[src/rtl/picorv_vec_mem_arbiter.sv]
// picorv_vec_mem_arbiter: arbitrates a CPU and a vector unit onto one memory port.
// Define ARB_TIMEOUT_EN to add a watchdog that completes stalled grants with 32'hDEADBEEF.
module picorv_vec_mem_arbiter #(
    parameter int unsigned STARVE_MAX     = 4,
    parameter int unsigned TIMEOUT_CYCLES = 64
) (
    input  logic        clk,
    input  logic        resetn,

    input  logic        cpu_mem_valid,
    input  logic [31:0] cpu_mem_addr,
    input  logic [31:0] cpu_mem_wdata,
    input  logic [3:0]  cpu_mem_wstrb,
    output logic        cpu_mem_ready,
    output logic [31:0] cpu_mem_rdata,

    input  logic        vec_mem_valid,
    input  logic [31:0] vec_mem_addr,
    input  logic [31:0] vec_mem_wdata,
    input  logic [3:0]  vec_mem_wstrb,
    output logic        vec_mem_ready,
    output logic [31:0] vec_mem_rdata,

    output logic        mem_valid,
    output logic [31:0] mem_addr,
    output logic [31:0] mem_wdata,
    output logic [3:0]  mem_wstrb,
    input  logic        mem_ready,
    input  logic [31:0] mem_rdata,

    output logic [1:0]  grant,
    output logic        arb_err
);

    localparam int unsigned   SW            = (STARVE_MAX > 0) ? $clog2(STARVE_MAX + 1) : 1;
    localparam logic [SW-1:0] SMAX          = SW'(STARVE_MAX);
    localparam logic [31:0]   TIMEOUT_RDATA = 32'hDEADBEEF;

    typedef enum logic [1:0] {
        IDLE    = 2'b00,
        GNT_CPU = 2'b01,
        GNT_VEC = 2'b10
    } state_e;

    state_e        r_state;
    logic [SW-1:0] r_starve_cnt;

    logic        w_sel_valid;
    logic [31:0] w_sel_addr;
    logic [31:0] w_sel_wdata;
    logic [3:0]  w_sel_wstrb;
    logic        w_timeout;
    logic        w_gnt_done;
    logic        w_vec_wins;
    logic        w_ready;
    logic [31:0] w_rdata;

    always_comb begin
        w_sel_valid = 1'b0;
        w_sel_addr  = '0;
        w_sel_wdata = '0;
        w_sel_wstrb = '0;
        if (r_state == GNT_CPU) begin
            w_sel_valid = cpu_mem_valid;
            w_sel_addr  = cpu_mem_addr;
            w_sel_wdata = cpu_mem_wdata;
            w_sel_wstrb = cpu_mem_wstrb;
        end else if (r_state == GNT_VEC) begin
            w_sel_valid = vec_mem_valid;
            w_sel_addr  = vec_mem_addr;
            w_sel_wdata = vec_mem_wdata;
            w_sel_wstrb = vec_mem_wstrb;
        end
    end

    // A granted requester that drops valid is abandoned: no ready, straight back to IDLE.
    assign w_gnt_done = !w_sel_valid || mem_ready || w_timeout;
    assign w_vec_wins = vec_mem_valid && !(cpu_mem_valid && (r_starve_cnt == SMAX));

    assign mem_valid = w_sel_valid && !w_timeout;
    assign mem_addr  = w_sel_addr;
    assign mem_wdata = w_sel_wdata;
    assign mem_wstrb = w_sel_wstrb;

    assign w_ready = w_timeout || (mem_ready && w_sel_valid);
    assign w_rdata = w_timeout ? TIMEOUT_RDATA : mem_rdata;

    assign cpu_mem_ready = (r_state == GNT_CPU) && w_ready;
    assign cpu_mem_rdata = (r_state == GNT_CPU) ? w_rdata : '0;
    assign vec_mem_ready = (r_state == GNT_VEC) && w_ready;
    assign vec_mem_rdata = (r_state == GNT_VEC) ? w_rdata : '0;

    assign grant = r_state;

    always_ff @(posedge clk or negedge resetn) begin
        if (!resetn) begin
            r_state      <= IDLE;
            r_starve_cnt <= '0;
        end else begin
            case (r_state)
                IDLE: begin
                    if (w_vec_wins) begin
                        r_state <= GNT_VEC;
                    end else if (cpu_mem_valid) begin
                        r_state <= GNT_CPU;
                    end
                end
                GNT_CPU, GNT_VEC: begin
                    if (w_gnt_done) begin
                        r_state <= IDLE;
                    end
                end
                default: r_state <= IDLE;
            endcase

            // Counts vec grants taken while the CPU is kept waiting.
            if (!cpu_mem_valid) begin
                r_starve_cnt <= '0;
            end else if (r_state == IDLE) begin
                if (w_vec_wins) begin
                    if (r_starve_cnt != SMAX) begin
                        r_starve_cnt <= r_starve_cnt + 1'b1;
                    end
                end else begin
                    r_starve_cnt <= '0;
                end
            end
        end
    end

`ifdef ARB_TIMEOUT_EN
    localparam int unsigned WW = $clog2(TIMEOUT_CYCLES + 1);

    logic [WW-1:0] r_wdog;

    assign w_timeout = (r_state != IDLE) && w_sel_valid && (r_wdog == WW'(TIMEOUT_CYCLES));
    assign arb_err   = w_timeout;

    always_ff @(posedge clk or negedge resetn) begin
        if (!resetn) begin
            r_wdog <= '0;
        end else if ((r_state == IDLE) || w_gnt_done) begin
            r_wdog <= '0;
        end else begin
            r_wdog <= r_wdog + 1'b1;
        end
    end
`else
    logic w_unused_timeout;
    assign w_unused_timeout = ^TIMEOUT_CYCLES;
    assign w_timeout        = 1'b0;
    assign arb_err          = 1'b0;
`endif

endmodule

[config.mk]
export PLATFORM = sky130hd
export DESIGN_NAME = picorv_vec_mem_arbiter
export DESIGN_NICKNAME = d
export VERILOG_FILES = /design/src/rtl/picorv_vec_mem_arbiter.sv
export SDC_FILE = /design/constraint.sdc
export NUM_CORES = 1
export LEC_CHECK = 0
export ABC_AREA = 1
export CAP_MARGIN = 20
export CORE_AREA = 2 2 120 122
export CTS_CLUSTER_DIAMETER = 120
export DETAILED_ROUTE_END_ITERATION = 10
export DIE_AREA = 0 0 122 124
export PLACE_DENSITY = 0.57
export SYNTH_ARGS = -nofsm -noshare
export SYNTH_HDL_FRONTEND = slang
export SYNTH_SLANG_ARGS = --single-unit
[constraint.sdc]
create_clock -name clk -period 4.05 [get_ports clk]
set_clock_uncertainty 0.05 [all_clocks]
set_input_delay 0.81 -clock clk [delete_from_list [all_inputs] [get_ports clk]]
set_output_delay 0.81 -clock clk [all_outputs]
set_load 0.005 [all_outputs]
==> results of run 1 <==
[logic make-up after synthesis]
logic type / after synthesis
XOR/XNOR: 1
AO/OA/AOI/OAI: 4
flip-flops: 5
adder cells (fa/ha/maj): 5
AND/OR/NAND/NOR: 295
buffers and inverters: 104
other: 1
[power by group]
group / internal [mW] / switching, mW / total (mW) / leakage (nW)
Combinational: 1.06 / 0.847 / 1.91 / 2.55
Sequential: 0.0628 / 0.0170 / 0.0797 / 0.0669
Clock: 0.130 / 0.0298 / 0.160 / 0.0382
[per-stage QoR]
stage	cells	instance area [um2]	hold WS (ns)
6_report	883	5180	0.468
5_1_grt	883	5180	0.488
4_1_cts	883	5180	0.471
3_5_place_dp	879	5100	0.464
3_3_place_gp	879	5100	0.450
2_1_floorplan	415	1930	0.428
[final cells by class]
| class | instances | area [um2] | area share [%] |
|---|---|---|---|
| clock buffer | 4 | 78.8 | 1.52 |
| inverter | 74 | 278 | 5.36 |
| multi-input combinational | 306 | 1320 | 25.5 |
| sequential | 5 | 125 | 2.41 |
| tap | 180 | 225 | 4.35 |
| timing repair buffer | 314 | 3160 | 60.9 |
[worst max-delay path: stages (launching register included)]
cell	delay, ns
dfrtp_1	0.42
inv_1	0.15
ha_4	0.43
buf_4	0.37
nand3_1	0.12
nand2_1	0.12
clkdlybuf4s50_1	0.52
[synthesized netlist by cell type (all sizes together)]
master / n
nand2: 216
inv: 74
nand3: 72
buf: 29
nor2: 6
dfrtp: 5
ha: 5
o21ai: 3
a21oi: 1
clkbuf: 1
conb: 1
nand4: 1
xnor2: 1
[per-layer routing]
| metal | vias to the layer above | GRT usage, % |
|---|---|---|
| li1 | 1801 | - |
| met1 | 1541 | 14.7 |
| met2 | 192 | 24.1 |
| met3 | 12 | 3.02 |
| met4 | 0 | 2.80 |
| met5 | - | 0 |
[sequential cells by signal (all words and copies together), names as in the netlist]
register      count
grant             2
r_starve_cnt      3
[worst paths after layout]
path | startpoint | end | cells after the start
worst min register to register | r_starve_cnt[1]$_DFFE_PN0P_ | r_starve_cnt[1]$_DFFE_PN0P_ | 2
worst min-delay path | r_starve_cnt[1]$_DFFE_PN0P_ | r_starve_cnt[1]$_DFFE_PN0P_ | 2
max in group asynchronous | resetn | grant[0]$_DFFE_PN0P_ | 1
min in group asynchronous | resetn | r_starve_cnt[2]$_DFFE_PN0P_ | 1
worst max register to register | grant[1]$_DFFE_PN0P_ | grant[1]$_DFFE_PN0P_ | 8
worst max-delay path | grant[0]$_DFFE_PN0P_ | mem_wdata[16] | 6
==> flow_metrics.env, run 1 <==
export IMPL_layout_common_cells="clkdlybuf4s50_1 (309), nand2_1 (216), inv_1 (72), nand3_1 (72), nor2_1 (6)"
export IMPL_ys_types=16
export IMPL_viasPerCell=4.02
export IMPL_drc=0
export IMPL_ys_seq_elements=5
export IMPL_synth_compound_area_share_pct=1.04
export IMPL_final_max_slew_violation_count=0
export IMPL_synth_simple_area_share_pct=62.3
export IMPL_die_w_um=122
export IMPL_period_share_pct=79.6
export IMPL_initial_utilization_pct=14.0
export IMPL_wl_met1_um=4160
export IMPL_pre_cts_slack_ns=0.881
export IMPL_setup_tns_ns=0
export IMPL_fmax_ghz=0.310
export IMPL_syn_nets=593
export IMPL_required_ns=3.19
export IMPL_cts_tree="yes"
export IMPL_slew_headroom_pct=57.5
export IMPL_p_leak_nw=2.66
export IMPL_min_path_type="flip-flop to flip-flop"
export IMPL_synth_area_um2=1930
export IMPL_finalHoldViolCount=0
export IMPL_num_vias=3546
export IMPL_setup_viol=0
export IMPL_setup_ws_ns=0.826
export IMPL_maxCapViolCount=0
export IMPL_route_met2_wl_um=5760
export IMPL_routed_wl_met3_um=1150
export IMPL_grt_pass1_vias=3223
export IMPL_holdBufCountCts=0
export IMPL_cts_buffer_depth=2
export IMPL_cts_sinks=5
export IMPL_synth_top_family_by_area="simple AND/OR/NAND/NOR gates"
export IMPL_synthCells=415
export IMPL_final_common_cell="clkdlybuf4s50_1"
export IMPL_clk_pin_slew_ns=0.03
export IMPL_grt_pass1_wl_um=15700
export IMPL_p_total_mw=2.15
export IMPL_synth_fa_ha_area_share_pct=3.25
export IMPL_drive_gt1_share_pct=1.71
export IMPL_io_pins=311
export IMPL_finalCriticalPeriod_ns=3.22
export IMPL_initialDrtViolationCount=144
export IMPL_grt_antenna_before_repair=0
export IMPL_grt_total_usage_pct=12.8
export IMPL_powerDensity_nw_per_um2=415
export IMPL_rsz0062_at_grt="false"
export IMPL_synth_top_area_share_pct=42.1
export IMPL_seq_area_frac_synth_pct=6.50
export IMPL_cp_arrival_ns=2.36
export IMPL_cp_start_kind="flip-flop"
export IMPL_die_h_um=124
export IMPL_fillers=1452
export IMPL_avgSynthCellArea_um2=4.64
export IMPL_status="complete, no violations"
export IMPL_htreeDepth=1
export IMPL_cts_root_buf="clkbuf_16"
export IMPL_synth_xor_area_share_pct=0.455
export IMPL_critical_path_class="flip-flop to primary output"
export IMPL_detailed_place_hpwl_um=9250
export IMPL_grt_overflow=0
export IMPL_routed_wl_um=11200
export IMPL_dieArea_um2=15100
export IMPL_irDropWorstVdd_uv=166
export IMPL_clk_latency_ns=0.22
export IMPL_cts_setup_buffers=0
export IMPL_core_um2=13700
export IMPL_cp_end_kind="primary output"
export IMPL_finalWeightedCongestion=0.832
export IMPL_crit_fanout=34
export IMPL_routed_top_layer="met4"
export IMPL_final_nets=882
export IMPL_synthTopCellsByArea="nand2_1 (42%), nand3_1 (19%), inv_1 (14%), dfrtp_1 (6.5%), buf_6 (6.4%)"
export IMPL_port_buffers=309
export IMPL_area_delta_synth_final_pct=169
export IMPL_cts_resized=0
export IMPL_antennaDiodeCount=0
export IMPL_placement_rows=43
export IMPL_cts_buffers_inserted=3
export IMPL_ys_warn_count=0
export IMPL_reg2reg_slack_ns=2.19
export IMPL_drtPass1Iterations=7
export IMPL_worstMarginPinSlew_ns=0.636
export IMPL_grt_max_degree=62
export IMPL_ant_nets=0
export IMPL_yosys_area_top_type="nand2_1"
export IMPL_routedWlPerCell_um=12.7
export IMPL_post_route_util_pct=37.8
export IMPL_synthMuxAreaShare_pct=0
(Power assumes the default switching activity.)
==> inputs of run 2 (changes only) <==
Settings changed: CORE_AREA 2 2 120 122 to 2 2 119 121, DIE_AREA 0 0 122 124 to 0 0 121 123, PLACE_DENSITY 0.57 to 0.58.
Clock period 4.05 ns to 3.3 ns, I/O delays scaled along.
==> flow_metrics.env, run 2 (synthesized netlist as in run 1, its figures left out) <==
export IMPL_min_delay_start="r_starve_cnt[1]$_DFFE_PN0P_"
export IMPL_holdBufCountCts=0
export IMPL_cp_arrival_ns=2.20
export IMPL_period_share_pct=88.1
export IMPL_cts_root_buf="clkbuf_16"
export IMPL_min_path_type="flip-flop to flip-flop"
export IMPL_cp_end_kind="primary output"
export IMPL_ant_nets=0
export IMPL_rsz0062_at_grt="false"
export IMPL_antennaDiodeCount=0
export IMPL_cts_resized=0
export IMPL_fmax_ghz=0.344
export IMPL_grt_antenna_before_repair=0
export IMPL_grt_total_usage_pct=12.9
export IMPL_port_buffers=309
export IMPL_htreeDepth=1
export IMPL_clk_pin_slew_ns=0.03
export IMPL_setup_tns_ns=0
export IMPL_fillers=1468
export IMPL_core_um2=13600
export IMPL_drtPass1Iterations=4
export IMPL_drc=0
export IMPL_layout_common_cells="clkdlybuf4s50_1 (309), nand2_1 (216), inv_1 (72), nand3_1 (72), nor2_1 (6)"
export IMPL_slew_headroom_pct=65.6
export IMPL_initialDrtViolationCount=165
export IMPL_grt_pass1_vias=3082
export IMPL_min_to="r_starve_cnt[1]$_DFFE_PN0P_"
export IMPL_cts_setup_buffers=0
export IMPL_regMostFlops="r_starve_cnt"
export IMPL_critical_path_class="flip-flop to primary output"
export IMPL_detailed_place_hpwl_um=8650
export IMPL_dieArea_um2=14900
export IMPL_cts_buffer_depth=2
export IMPL_grt_pass1_wl_um=15600
export IMPL_cts_buffers_inserted=3
export IMPL_die_h_um=123
export IMPL_routed_wl_um=10600
export IMPL_die_w_um=121
export IMPL_required_ns=2.59
export IMPL_maxCapViolCount=0
export IMPL_cts_sinks=5
export IMPL_area_delta_synth_final_pct=170
export IMPL_p_leak_nw=2.66
export IMPL_final_nets=883
export IMPL_grt_overflow=0
export IMPL_powerDensity_nw_per_um2=511
export IMPL_final_max_slew_violation_count=0
export IMPL_grt_max_degree=55
export IMPL_finalHoldViolCount=0
export IMPL_initial_utilization_pct=14.1
export IMPL_setup_viol=0
export IMPL_cts_tree="yes"
export IMPL_crit_fanout=49
export IMPL_irDropWorstVdd_uv=349
export IMPL_rr_worst_depth=9
export IMPL_finalCriticalPeriod_ns=2.91
export IMPL_finalWeightedCongestion=0.826
export IMPL_final_common_cell="clkdlybuf4s50_1"
export IMPL_r2r_start="grant[1]$_DFFE_PN0P_"
export IMPL_p_total_mw=2.66
export IMPL_status="complete, no violations"
export IMPL_placement_rows=43
export IMPL_min_path_cells=2
export IMPL_num_vias=3394
export IMPL_r2r_end="grant[1]$_DFFE_PN0P_"
export IMPL_io_pins=311
export IMPL_worstMarginPinSlew_ns=0.516
export IMPL_cp_start_kind="flip-flop"
export IMPL_clk_latency_ns=0.23
export IMPL_reg2reg_slack_ns=1.68
export IMPL_routedWlPerCell_um=12.0
export IMPL_drive_gt1_share_pct=1.85
export IMPL_viasPerCell=3.84
export IMPL_largest_reg_flops=3
## run 2: final cells by class
cell class | instances | area (um2) | share of cell area (%)
clock buffers | 4 | 78.8 | 1.52
multi-input cells | 306 | 1320 | 25.4
repair buffers | 315 | 3180 | 61.0
well taps | 180 | 225 | 4.33
flip-flops and latches | 5 | 125 | 2.41
inverters | 74 | 278 | 5.34
## run 2: worst max-delay path, cell delays in order, from the launching register on
cell             delay (ns)
dfrtp_1                0.42
inv_1                  0.11
ha_4                   0.19
inv_2                  0.05
buf_4                  0.42
nand3_1                0.13
nand2_1                0.13
clkdlybuf4s50_1        0.52
## run 2: metrics by stage
step | std cells | hold slack [ns] | worst slack (ns) | util, % | instance area (um2)
4_1_cts | 884 | 0.471 | 0.355 | 38.2 | 5200
5_1_grt | 884 | 0.511 | 0.220 | 38.2 | 5200
2_1_floorplan | 415 | 0.314 | 1.46 | - | 1930
6_report | 884 | 0.465 | 0.392 | 38.2 | 5200
3_3_place_gp | 880 | 0.455 | 0.498 | 37.6 | 5120
3_5_place_dp | 880 | 0.464 | 0.474 | 37.6 | 5120
## run 2: how the worst max path moves through the flow
| stage | from | end | depth (start not counted) |
|---|---|---|---|
| final | grant[1]$_DFFE_PN0P_ | mem_addr[4] | 7 |
| after global routing | grant[1]$_DFFE_PN0P_ | mem_addr[4] | 7 |
| after CTS | grant[1]$_DFFE_PN0P_ | mem_addr[4] | 7 |
| after detailed placement | vec_mem_valid | cpu_mem_ready | 8 |
| after global placement | vec_mem_valid | cpu_mem_ready | 8 |
| after floorplan | grant[1]$_DFFE_PN0P_ | mem_wdata[15] | 7 |
## run 2: metal layers
metal	share of wire (%)	GRT usage, %	up-vias
met4	0.64	1.74	0
met1	40	15.2	1411
li1	-	-	1796
met5	0	0	-
met3	9.9	3.32	8
met2	49	23.9	179
## run 2: report_power, final
part           internal, mW  leakage, nW  total, mW  switching (mW)
sequential           0.0770       0.0669     0.0975          0.0205
clock                 0.160       0.0382      0.200          0.0395
combinational          1.32         2.56       2.36            1.04
